--- config.mk ---
export PLATFORM = sky130hd
export DESIGN_NAME = loadstore
export DESIGN_NICKNAME = d
export VERILOG_FILES = /design/src/rtl/ecap5_dproc_pkg.sv /design/src/rtl/loadstore_align.sv /design/src/rtl/loadstore.sv
export SDC_FILE = /design/constraint.sdc
export NUM_CORES = 1
export LEC_CHECK = 0
export BUFFER_PORTS_ARGS = -buffer_cell sky130_fd_sc_hd__buf_4
export CORE_MARGIN = 4
export CORE_UTILIZATION = 25
export CTS_CLUSTER_DIAMETER = 30
export CTS_CLUSTER_SIZE = 14
export DETAILED_ROUTE_END_ITERATION = 10
export PLACE_DENSITY = 0.46
export SLEW_MARGIN = 20
export SYNTH_ARGS = -nofsm -noshare
export SYNTH_HDL_FRONTEND = slang
export SYNTH_HIERARCHICAL = 1
export SYNTH_SLANG_ARGS = --single-unit
--- constraint.sdc ---
create_clock -name clk_i -period 4.8 [get_ports clk_i]
set_input_delay 0.96 -clock clk_i [delete_from_list [all_inputs] [get_ports clk_i]]
set_output_delay 0.96 -clock clk_i [all_outputs]
set_load 0.01 [all_outputs]
--- src/rtl/ecap5_dproc_pkg.sv ---
// Shared definitions for the load/store unit.
//   ls_state_t            : load/store FSM state encoding
//   SEL_BYTE/HALF/WORD    : ls_sel_i size masks (byte/half/word)
//   ls_is_misaligned()    : true when a half or word access is not naturally aligned
package ecap5_dproc_pkg;

  typedef enum logic [1:0] {
    ST_IDLE     = 2'd0,
    ST_REQUEST  = 2'd1,
    ST_WAIT_ACK = 2'd2
  } ls_state_t;

  localparam logic [3:0] SEL_BYTE = 4'b0001;
  localparam logic [3:0] SEL_HALF = 4'b0011;
  localparam logic [3:0] SEL_WORD = 4'b1111;

  function automatic logic ls_is_misaligned(input logic [3:0] sel, input logic [1:0] off);
    logic mis;
    mis = 1'b0;
    if (sel == SEL_HALF && off[0]) mis = 1'b1;
    if (sel == SEL_WORD && off != 2'b00) mis = 1'b1;
    return mis;
  endfunction

endpackage

--- src/rtl/loadstore_align.sv ---
// Combinational byte-lane alignment for the load/store unit.
// Load path : shifts the raw bus word down by the byte offset and sign- or
//             zero-extends it according to the size mask.
// Store path: shifts write data and the size mask up into their bus lanes.
// Ports:
//   ld_raw_i/ld_off_i/ld_sel_i/ld_unsigned_i -> ld_data_o
//   st_data_i/st_sel_i/st_off_i             -> st_data_o/st_sel_o
module loadstore_align
  import ecap5_dproc_pkg::*;
(
  input  logic [31:0] ld_raw_i,
  input  logic [1:0]  ld_off_i,
  input  logic [3:0]  ld_sel_i,
  input  logic        ld_unsigned_i,
  output logic [31:0] ld_data_o,
  input  logic [31:0] st_data_i,
  input  logic [3:0]  st_sel_i,
  input  logic [1:0]  st_off_i,
  output logic [31:0] st_data_o,
  output logic [3:0]  st_sel_o
);

  logic [31:0] ld_shift;

  always_comb begin
    ld_shift = ld_raw_i >> {ld_off_i, 3'b000};
    case (ld_sel_i)
      SEL_BYTE: ld_data_o = {{24{~ld_unsigned_i & ld_shift[7]}}, ld_shift[7:0]};
      SEL_HALF: ld_data_o = {{16{~ld_unsigned_i & ld_shift[15]}}, ld_shift[15:0]};
      default:  ld_data_o = ld_shift;
    endcase
  end

  // Lanes shifted past bit 31 / bit 3 are simply dropped.
  assign st_data_o = st_data_i << {st_off_i, 3'b000};
  assign st_sel_o  = st_sel_i << st_off_i;

endmodule

--- src/rtl/loadstore.sv ---
// Load/store unit: takes one instruction at a time from execute, either
// forwards the ALU result to write-back or performs a single pipelined
// Wishbone B4 access, then presents the result to write-back.
// Ports:
//   clk_i, rst_i (async, active-high)
//   input_valid_i/input_ready_o, result_i, ls_* controls, reg_write_i, reg_addr_i
//   output_valid_o, reg_write_o, reg_addr_o, reg_data_o  (write-back)
//   wb_* (Wishbone master), misaligned_o (only with LOADSTORE_MISALIGN_TRAP_EN)
// Build option: LOADSTORE_MISALIGN_TRAP_EN -- misaligned half/word accesses
// are trapped instead of being issued with truncated lanes.
//
// state       | meaning
// ST_IDLE     | ready for a new instruction, no bus cycle
// ST_REQUEST  | cyc=stb=1, request presented, waiting for !stall
// ST_WAIT_ACK | request accepted, cyc=1, waiting for ack
module loadstore
  import ecap5_dproc_pkg::*;
(
  input  logic        clk_i,
  input  logic        rst_i,
  input  logic        input_valid_i,
  output logic        input_ready_o,
  input  logic [31:0] result_i,
  input  logic        ls_enable_i,
  input  logic        ls_write_i,
  input  logic        ls_unsigned_load_i,
  input  logic [3:0]  ls_sel_i,
  input  logic [31:0] ls_write_data_i,
  input  logic        reg_write_i,
  input  logic [4:0]  reg_addr_i,
  output logic        output_valid_o,
  output logic        reg_write_o,
  output logic [4:0]  reg_addr_o,
  output logic [31:0] reg_data_o,
  output logic [31:0] wb_adr_o,
  output logic [31:0] wb_dat_o,
  output logic [3:0]  wb_sel_o,
  output logic        wb_we_o,
  output logic        wb_stb_o,
  output logic        wb_cyc_o,
  input  logic [31:0] wb_dat_i,
  input  logic        wb_ack_i,
  input  logic        wb_stall_i
`ifdef LOADSTORE_MISALIGN_TRAP_EN
  ,
  output logic        misaligned_o
`endif
);

  ls_state_t   state_q, state_d;
  logic [31:0] adr_q, adr_d;
  logic [31:0] dat_q, dat_d;
  logic [3:0]  sel_q, sel_d;
  logic        we_q, we_d;
  logic [1:0]  off_q, off_d;
  logic [3:0]  lsel_q, lsel_d;
  logic        uns_q, uns_d;
  logic        rw_q, rw_d;
  logic [4:0]  rd_q, rd_d;
  logic        valid_q, valid_d;
  logic        reg_write_q, reg_write_d;
  logic [4:0]  reg_addr_q, reg_addr_d;
  logic [31:0] reg_data_q, reg_data_d;

  logic [31:0] ld_data;
  logic [31:0] st_data;
  logic [3:0]  st_sel;
  logic        trap_w;

  // Load side uses the offset/size captured at accept; store side works on
  // the live inputs so the lanes are ready when the request is registered.
  loadstore_align u_align (
    .ld_raw_i      (wb_dat_i),
    .ld_off_i      (off_q),
    .ld_sel_i      (lsel_q),
    .ld_unsigned_i (uns_q),
    .ld_data_o     (ld_data),
    .st_data_i     (ls_write_data_i),
    .st_sel_i      (ls_sel_i),
    .st_off_i      (result_i[1:0]),
    .st_data_o     (st_data),
    .st_sel_o      (st_sel)
  );

`ifdef LOADSTORE_MISALIGN_TRAP_EN
  assign trap_w = ls_is_misaligned(ls_sel_i, result_i[1:0]);
`else
  assign trap_w = 1'b0;
`endif

  always_comb begin
    logic complete;
    complete    = 1'b0;
    state_d     = state_q;
    adr_d       = adr_q;
    dat_d       = dat_q;
    sel_d       = sel_q;
    we_d        = we_q;
    off_d       = off_q;
    lsel_d      = lsel_q;
    uns_d       = uns_q;
    rw_d        = rw_q;
    rd_d        = rd_q;
    valid_d     = 1'b0;
    reg_write_d = 1'b0;
    reg_addr_d  = reg_addr_q;
    reg_data_d  = reg_data_q;

    case (state_q)
      ST_IDLE: begin
        if (input_valid_i) begin
          if (!ls_enable_i) begin
            valid_d     = 1'b1;
            reg_write_d = reg_write_i;
            reg_addr_d  = reg_addr_i;
            reg_data_d  = result_i;
          end else if (trap_w) begin
            valid_d    = 1'b1;
            reg_addr_d = reg_addr_i;
            reg_data_d = '0;
          end else begin
            state_d = ST_REQUEST;
            adr_d   = {result_i[31:2], 2'b00};
            dat_d   = st_data;
            sel_d   = st_sel;
            we_d    = ls_write_i;
            off_d   = result_i[1:0];
            lsel_d  = ls_sel_i;
            uns_d   = ls_unsigned_load_i;
            rw_d    = reg_write_i;
            rd_d    = reg_addr_i;
          end
        end
      end
      ST_REQUEST: begin
        // An ack is only meaningful once the request has been accepted.
        if (!wb_stall_i) begin
          if (wb_ack_i) complete = 1'b1;
          else          state_d  = ST_WAIT_ACK;
        end
      end
      ST_WAIT_ACK: begin
        if (wb_ack_i) complete = 1'b1;
      end
      default: state_d = ST_IDLE;
    endcase

    if (complete) begin
      state_d     = ST_IDLE;
      we_d        = 1'b0;
      valid_d     = 1'b1;
      reg_write_d = rw_q;
      reg_addr_d  = rd_q;
      reg_data_d  = we_q ? 32'h0 : ld_data;
    end
  end

  always_ff @(posedge clk_i or posedge rst_i) begin
    if (rst_i) begin
      state_q     <= ST_IDLE;
      adr_q       <= '0;
      dat_q       <= '0;
      sel_q       <= '0;
      we_q        <= 1'b0;
      off_q       <= '0;
      lsel_q      <= '0;
      uns_q       <= 1'b0;
      rw_q        <= 1'b0;
      rd_q        <= '0;
      valid_q     <= 1'b0;
      reg_write_q <= 1'b0;
      reg_addr_q  <= '0;
      reg_data_q  <= '0;
    end else begin
      state_q     <= state_d;
      adr_q       <= adr_d;
      dat_q       <= dat_d;
      sel_q       <= sel_d;
      we_q        <= we_d;
      off_q       <= off_d;
      lsel_q      <= lsel_d;
      uns_q       <= uns_d;
      rw_q        <= rw_d;
      rd_q        <= rd_d;
      valid_q     <= valid_d;
      reg_write_q <= reg_write_d;
      reg_addr_q  <= reg_addr_d;
      reg_data_q  <= reg_data_d;
    end
  end

`ifdef LOADSTORE_MISALIGN_TRAP_EN
  logic mis_q;
  always_ff @(posedge clk_i or posedge rst_i) begin
    if (rst_i) mis_q <= 1'b0;
    else       mis_q <= (state_q == ST_IDLE) && input_valid_i && ls_enable_i && trap_w;
  end
  assign misaligned_o = mis_q;
`endif

  // cyc/stb decode straight from state so a reset drops them immediately.
  assign input_ready_o  = (state_q == ST_IDLE);
  assign wb_cyc_o       = (state_q != ST_IDLE);
  assign wb_stb_o       = (state_q == ST_REQUEST);
  assign wb_adr_o       = adr_q;
  assign wb_dat_o       = dat_q;
  assign wb_sel_o       = sel_q;
  assign wb_we_o        = we_q;
  assign output_valid_o = valid_q;
  assign reg_write_o    = reg_write_q;
  assign reg_addr_o     = reg_addr_q;
  assign reg_data_o     = reg_data_q;

endmodule

After elaboration in Yosys (flattened, before gate mapping)
Cells that the tools add are included.

Register bits: 121. Memory bits (read-only): 0. Output and inout port bits: 111. Memories kept: 0. Bits in writable memories: 0. Logic and storage cells: 70. Latch bits: 0. Input port bits: 114.

Divide/modulo/power cells: 0. Eq/ne operators: 10. Shifts and indexed selects: 3. Multipliers: 0. Multiplexer cells: 31. Reduce and logical (&&, ||, !) cells: 9. Bitwise gates (word level): 3. $lt $le $gt $ge: 0. Add/sub/neg operators: 0.

Operators with widths (number): 32-bit two-way mux (5); 32-bit one-hot mux with 2 select lines (1); 32-bit by 5-bit left shift with 32-bit output (1); 32-bit by 5-bit >> shifter with 32-bit output (1); 5-bit two-way mux (4); 1-bit two-way mux (14); 2-bit two-way mux (5); 3-bit by 2-bit != test with 1-bit output, second input constant (3); 3-bit AND reduction (3); 2-bit nonzero test (4); 2-bit one-hot mux with 3 select lines (1); 5-bit AND reduction (1); 4-bit by 1-bit equality test with 1-bit output, second input constant (1); 4-bit by 2-bit equality test with 1-bit output, second input constant (1); 4-bit by 2-bit left shift with 4-bit output (1); 3-bit by 1-bit != test with 1-bit output, second input constant (1); 1-bit AND (2); 2-bit by 1-bit equality test with 1-bit output, second input constant (1); 2-bit equality test, second input constant (1); 2-bit logical NOT (1); 2-bit by 1-bit != test with 1-bit output, second input constant (1); 2-bit != test, second input constant (1); 1-bit one-hot mux with 2 select lines (1); 1-bit inverter (1).

Longest topological paths before layout
Depth in word-level cells: 5. Depth in mapped cells: 8. Gate-level depth less buffers: 6.

Cells and area by module
Netlist, hierarchy kept.

By module, submodules not included: loadstore (times used 1, area an instance 4948.5 µm², seq. area each 3027.9 µm², cells each 407); loadstore_align (times used 1, area an instance 1297.5 µm², seq. area each 0.0 µm², cells each 186).

Worst setup path after synthesis
OpenSTA, ideal clock, no wires.

Path kind: input to register. Start: input wb_dat_i[31]. End: register reg_data_q[28], in the netlist reg_data_o[28]. Path buffers: 1. Required time: 4670 ps. Setup slack: 2462 ps. Library setup time: 130 ps. Stages: 6. Arrival time: 2208 ps. Cell sequence: mux4_2 -> o22ai_4 -> buf_6 -> a2bb2o_4 -> a21oi_1 -> a31oi_1.

Cells in the longest elaborated chain, start to end: 5. Elaborated cells between the ends (all ways): 6. Those cells by class: shift (1); mux (3); bitwise (2).

RTL lines: start: declaration (RTL line loadstore.sv:41) `input logic [31:0] wb_dat_i,`; 32-bit by 5-bit >> shifter with 32-bit output (*) (RTL line loadstore_align.sv:26) `ld_shift = ld_raw_i >> {ld_off_i, 3'b000};`; 1-bit AND, on equally long branches (RTL line loadstore_align.sv:29, loadstore_align.sv:28); 32-bit one-hot mux with 2 select lines (*) (RTL line loadstore_align.sv:27) `case (ld_sel_i)`; named net ld_data[28] (RTL line loadstore.sv:65) `logic [31:0] ld_data;`; 32-bit two-way mux (*) (RTL line loadstore.sv:154) `reg_data_d = we_q ? 32'h0 : ld_data;`; 32-bit two-way mux (*) (RTL line loadstore.sv:148) `if (complete) begin`; end signal: assignment (RTL line loadstore.sv:188) `reg_data_q <= reg_data_d;`; end: declaration (RTL line loadstore.sv:63) `logic [31:0] reg_data_q, reg_data_d;`.

Mark *: on every way through the listed nets, which the timed path passes. The rest lies on a longest branch. A chain may end at the register's enable or synchronous reset.

Worst setup path in the final report
Start: register off_q[0]. End: register reg_data_q[27], in the netlist reg_data_o[27].

Cells in the longest elaborated chain, start to end: 5. Elaborated cells between the ends (all ways): 6. Those cells by class: shift (1); mux (3); bitwise (2).

RTL lines: start: declaration (RTL line loadstore.sv:55) `logic [1:0] off_q, off_d;`; start signal: assignment (RTL line loadstore.sv:165) `off_q <= '0;`; start signal: assignment (RTL line loadstore.sv:180) `off_q <= off_d;`; 32-bit by 5-bit >> shifter with 32-bit output (*) (RTL line loadstore_align.sv:26); 1-bit AND, on equally long branches (RTL line loadstore_align.sv:29, loadstore_align.sv:28); 32-bit one-hot mux with 2 select lines (*) (RTL line loadstore_align.sv:27); named net ld_data[27] (RTL line loadstore.sv:65); 32-bit two-way mux (*) (RTL line loadstore.sv:154); 32-bit two-way mux (*) (RTL line loadstore.sv:148).

Marks and branches as above.

==> Flow_metrics.wiki <==
{| class="wikitable"
! Metric !! Value
|-
| Outcome || finished, final reports clean
|-
| Cell chain of the critical path || buf_4 -> mux4_2 -> o22ai_4 -> a2bb2o_1 -> a21oi_1 -> a31oi_1
|-
| Least-Margin Pin Slew || 1010 ps
|-
| Max clock buf depth || 2
|-
| Final Hold Vio Count || 0
|-
| Largest incremental delay on the critical path || 760 ps
|-
| Io pins || 225
|-
| Port bufs || 222
|-
| Worst-Skew Late Latency || 420 ps
|-
| Buf+Inv Stages, Crit Path || 1
|-
| Chip Height || 166 um
|-
| Post-synthesis cell count || 593
|-
| Share of the cycle needed by the critical path after routing || 56.9%
|-
| WS Path Type || reg -> reg
|-
| DR vias || 5338
|-
| CP top delay family || compound AO/OA/AOI/OAI gates
|-
| Dpl ws || 2020 ps
|-
| Highest fanout seen on the critical path || 20
|-
| Library cell contributing the largest single delay on the critical path || sky130_fd_sc_hd__dfrtp_1
|-
| Most common cell after layout, fill and taps aside || sky130_fd_sc_hd__buf_4
|-
| Remaining number of nets flagged by the antenna check after routing || 0
|-
| Average footprint of a synthesized cell || 10.5 um^2
|-
| Final Critical Period || 2730 ps
|-
| CTS resizes || 0
|-
| Root buffer selected by CTS || sky130_fd_sc_hd__clkbuf_16
|-
| Largest net degree at the start of global routing || 67
|-
| Power density normalized to cell area || 649 mW/mm^2
|-
| Netlist area before placement || 0.00625 mm^2
|-
| Overall global routing resource usage || 15.5%
|-
| Routed wire per std cell || 19.2 um
|-
| Final Util || 36.0%
|-
| Warnings, synthesis || 6
|-
| Endpoint arrival time on the critical path || 2980 ps
|-
| TritonCTS clock tree || yes
|-
| Placed wire-length estimate after detailed placement || 15600 um
|-
| Total Routed Length || 21700 um
|-
| Clock-pin slew reported for the worst setup and hold paths after clock tree synthesis || 60 ps
|-
| Sequential share of the synthesized area || 48.5%
|-
| Initial antenna violation count || 0
|-
| Final Setup Violations || 0
|-
| Remaining global-route overflow || 0
|-
| Largest clock skew in the final design || 8.02 ps
|-
| Final setup TNS || 0 ps
|-
| Worst IR Drop VDD || 0.000224 V
|-
| Register-to-register path setup slack || 2070 ps
|-
| CP Data Required Time || 5050 ps
|-
| Setup slack of the critical path after layout || 2070 ps
|-
| H-tree Lvls || 4
|-
| Total Power || 5.73 mW
|-
| Number of clock sinks seen by CTS || 121
|-
| Commonest non-fill, non-tap cells in the layout || sky130_fd_sc_hd__buf_4, sky130_fd_sc_hd__dfrtp_1, sky130_fd_sc_hd__nand2_1, sky130_fd_sc_hd__mux2_2, sky130_fd_sc_hd__a21oi_1
|-
| Final-report max-slew violation count || 0
|-
| Via count of the first global-routing pass || 5600
|-
| 1st-pass router iterations || 4
|-
| Number of fill cells in the layout || 2529
|-
| Number of storage elements in the synthesis netlist || 121
|-
| Initial Util || 25.5%
|-
| Max-cap violations || 0
|-
| Worst rel slew slack || 32.6%
|-
| Die W || 166 um
|-
| Kind of end point of the critical path || register
|-
| CP Launch Type || register
|-
| Via count normalized by instance count || 4.72
|-
| Cts hold-fix bufs || 0
|-
| Antenna diode count || 0
|-
| Fraction of layout instances using a drive strength above 1 || 43.8%
|-
| Classification of the worst-slack hold path || reg -> reg
|-
| Post-CTS setup buffers || 0
|-
| Number of rows created at floorplan || 57
|-
| Upper clock frequency limit || 0.366 GHz
|-
| Initial detailed-routing violation count || 239
|-
| Overall die area || 0.0276 mm^2
|-
| Residual DRC || 0
|-
| Core Region || 0.0245 mm^2
|-
| Placer congestion estimate || 0.781
|-
| LEAKAGE || 4.15 nW
|-
| Setup repair after global routing missed its margin || false
|-
| Number of different library cells in the post-synthesis netlist || 39
|-
| Area Growth Syn to Fin || 41.1%
|-
| Cts bufs inserted || 17
|-
| First-pass GRT wire length || 33700 um
|-
| Post-layout net count || 910
|}
-- registers in the layout (all words and copies together), names as in the netlist --
signal          flops
lsel_q              4
off_q               2
output_valid_o      1
rd_q                5
reg_addr_o          5
reg_data_o         32
reg_write_o         1
rw_q                1
state_q             2
uns_q               1
wb_adr_o           30
wb_dat_o           32
wb_sel_o            4
wb_we_o             1
-- worst register-to-register path, stage by stage (launching register included) --
cell	delay [ps]
sky130_fd_sc_hd__dfrtp_1	760
sky130_fd_sc_hd__buf_4	400
sky130_fd_sc_hd__mux4_2	440
sky130_fd_sc_hd__o22ai_4	430
sky130_fd_sc_hd__a2bb2o_1	320
sky130_fd_sc_hd__a21oi_1	160
sky130_fd_sc_hd__a31oi_1	60
-- power by group --
group	switching (mW)	internal, mW	leakage (nW)
logic	1.24	1.29	2.38
registers	0.294	1.52	1.48
clock network	0.504	0.885	0.295
total	2.04	3.69	4.15
-- final timing paths --
path	start	to	depth (start not counted)
setup / recovery	off_q[0]	reg_data_o[27]	6
hold / removal	wb_adr_o[9]	wb_adr_o[9]	1
setup reg to reg	off_q[0]	reg_data_o[27]	6
hold reg to reg	wb_adr_o[9]	wb_adr_o[9]	1
max in group asynchronous	rst_i	reg_data_o[16]	3
min in group asynchronous	rst_i	wb_dat_o[28]	2
-- Yosys cell counts --
| cell type | n | area, um^2 |
|---|---|---|
| sky130_fd_sc_hd__nand2b_1 | 4 | 25.0 |
| sky130_fd_sc_hd__a2bb2oi_1 | 7 | 61.3 |
| sky130_fd_sc_hd__a221o_1 | 1 | 10.0 |
| sky130_fd_sc_hd__buf_6 | 1 | 11.3 |
| sky130_fd_sc_hd__a21oi_1 | 56 | 280 |
| sky130_fd_sc_hd__inv_2 | 1 | 3.75 |
| sky130_fd_sc_hd__nand3b_1 | 2 | 15.0 |
| sky130_fd_sc_hd__o221a_2 | 1 | 11.3 |
| sky130_fd_sc_hd__mux2_2 | 80 | 901 |
| sky130_fd_sc_hd__buf_1 | 3 | 11.3 |
| sky130_fd_sc_hd__o21ai_0 | 10 | 50.1 |
| sky130_fd_sc_hd__o22ai_1 | 9 | 56.3 |
| sky130_fd_sc_hd__a21boi_1 | 1 | 7.51 |
| sky130_fd_sc_hd__a2bb2o_1 | 6 | 60.1 |
| sky130_fd_sc_hd__mux4_2 | 1 | 22.5 |
| sky130_fd_sc_hd__nor3b_1 | 1 | 7.51 |
| sky130_fd_sc_hd__nor2b_1 | 19 | 119 |
| sky130_fd_sc_hd__nand3_1 | 2 | 10.0 |
| sky130_fd_sc_hd__mux2i_1 | 34 | 340 |
| sky130_fd_sc_hd__a2bb2o_4 | 2 | 40.0 |
| sky130_fd_sc_hd__inv_1 | 8 | 30.0 |
| sky130_fd_sc_hd__clkbuf_1 | 19 | 71.3 |
| sky130_fd_sc_hd__o211ai_2 | 1 | 12.5 |
| sky130_fd_sc_hd__and2_1 | 9 | 56.3 |
| sky130_fd_sc_hd__o22ai_4 | 1 | 20.0 |
| sky130_fd_sc_hd__a311o_1 | 1 | 10.0 |
| sky130_fd_sc_hd__dfrtp_1 | 121 | 3030 |
| sky130_fd_sc_hd__buf_4 | 4 | 30.0 |
| sky130_fd_sc_hd__or3b_1 | 1 | 8.76 |
| sky130_fd_sc_hd__buf_2 | 23 | 115 |
| sky130_fd_sc_hd__ha_1 | 3 | 37.5 |
| sky130_fd_sc_hd__or4b_1 | 1 | 10.0 |
| sky130_fd_sc_hd__nand2_1 | 85 | 319 |
| sky130_fd_sc_hd__o32ai_2 | 1 | 16.3 |
| sky130_fd_sc_hd__a21oi_2 | 1 | 8.76 |
| sky130_fd_sc_hd__nor2_1 | 18 | 67.6 |
| sky130_fd_sc_hd__conb_1 | 1 | 3.75 |
| sky130_fd_sc_hd__a31oi_1 | 38 | 238 |
| sky130_fd_sc_hd__a211oi_1 | 16 | 120 |
-- through the flow --
stage	area [um^2]	hold WS (ps)	cells
3_3_place_gp	8180	488	1098
2_1_floorplan	6250	477	594
4_1_cts	8820	508	1130
6_report	8820	504	1130
3_5_place_dp	8180	494	1098
5_1_grt	8820	512	1130
-- layout make-up --
cell class | count | area (um^2) | area share [%]
Sequential cell | 121 | 3030 | 34.3
Multi-Input combinational cell | 414 | 2970 | 33.7
Timing Repair Buffer | 230 | 1740 | 19.7
Clock buffer | 18 | 439 | 4.98
Tap cell | 324 | 405 | 4.60
Clock inverter | 14 | 198 | 2.24
Inverter | 9 | 36.3 | 0.412
-- per-layer routing --
layer	track usage [%]	vias to the layer above	routed length (um)
met5	0	-	0
li1	-	2529	-
met3	6.64	15	2020
met1	19.9	2601	9550
met2	23.9	193	9870
met4	4.23	0	260
-- cell families after synthesis --
family | after synthesis | share of synthesized area (%)
muxes | 115 | 20.2
buffers and inverters | 59 | 4.37
other | 1 | 0.0600
adders and majority gates | 3 | 0.601
AOI/OAI and AO/OA | 152 | 16.0
and+or+nand+nor | 142 | 10.2
DFF | 121 | 48.5
(Power assumes the default switching activity.)
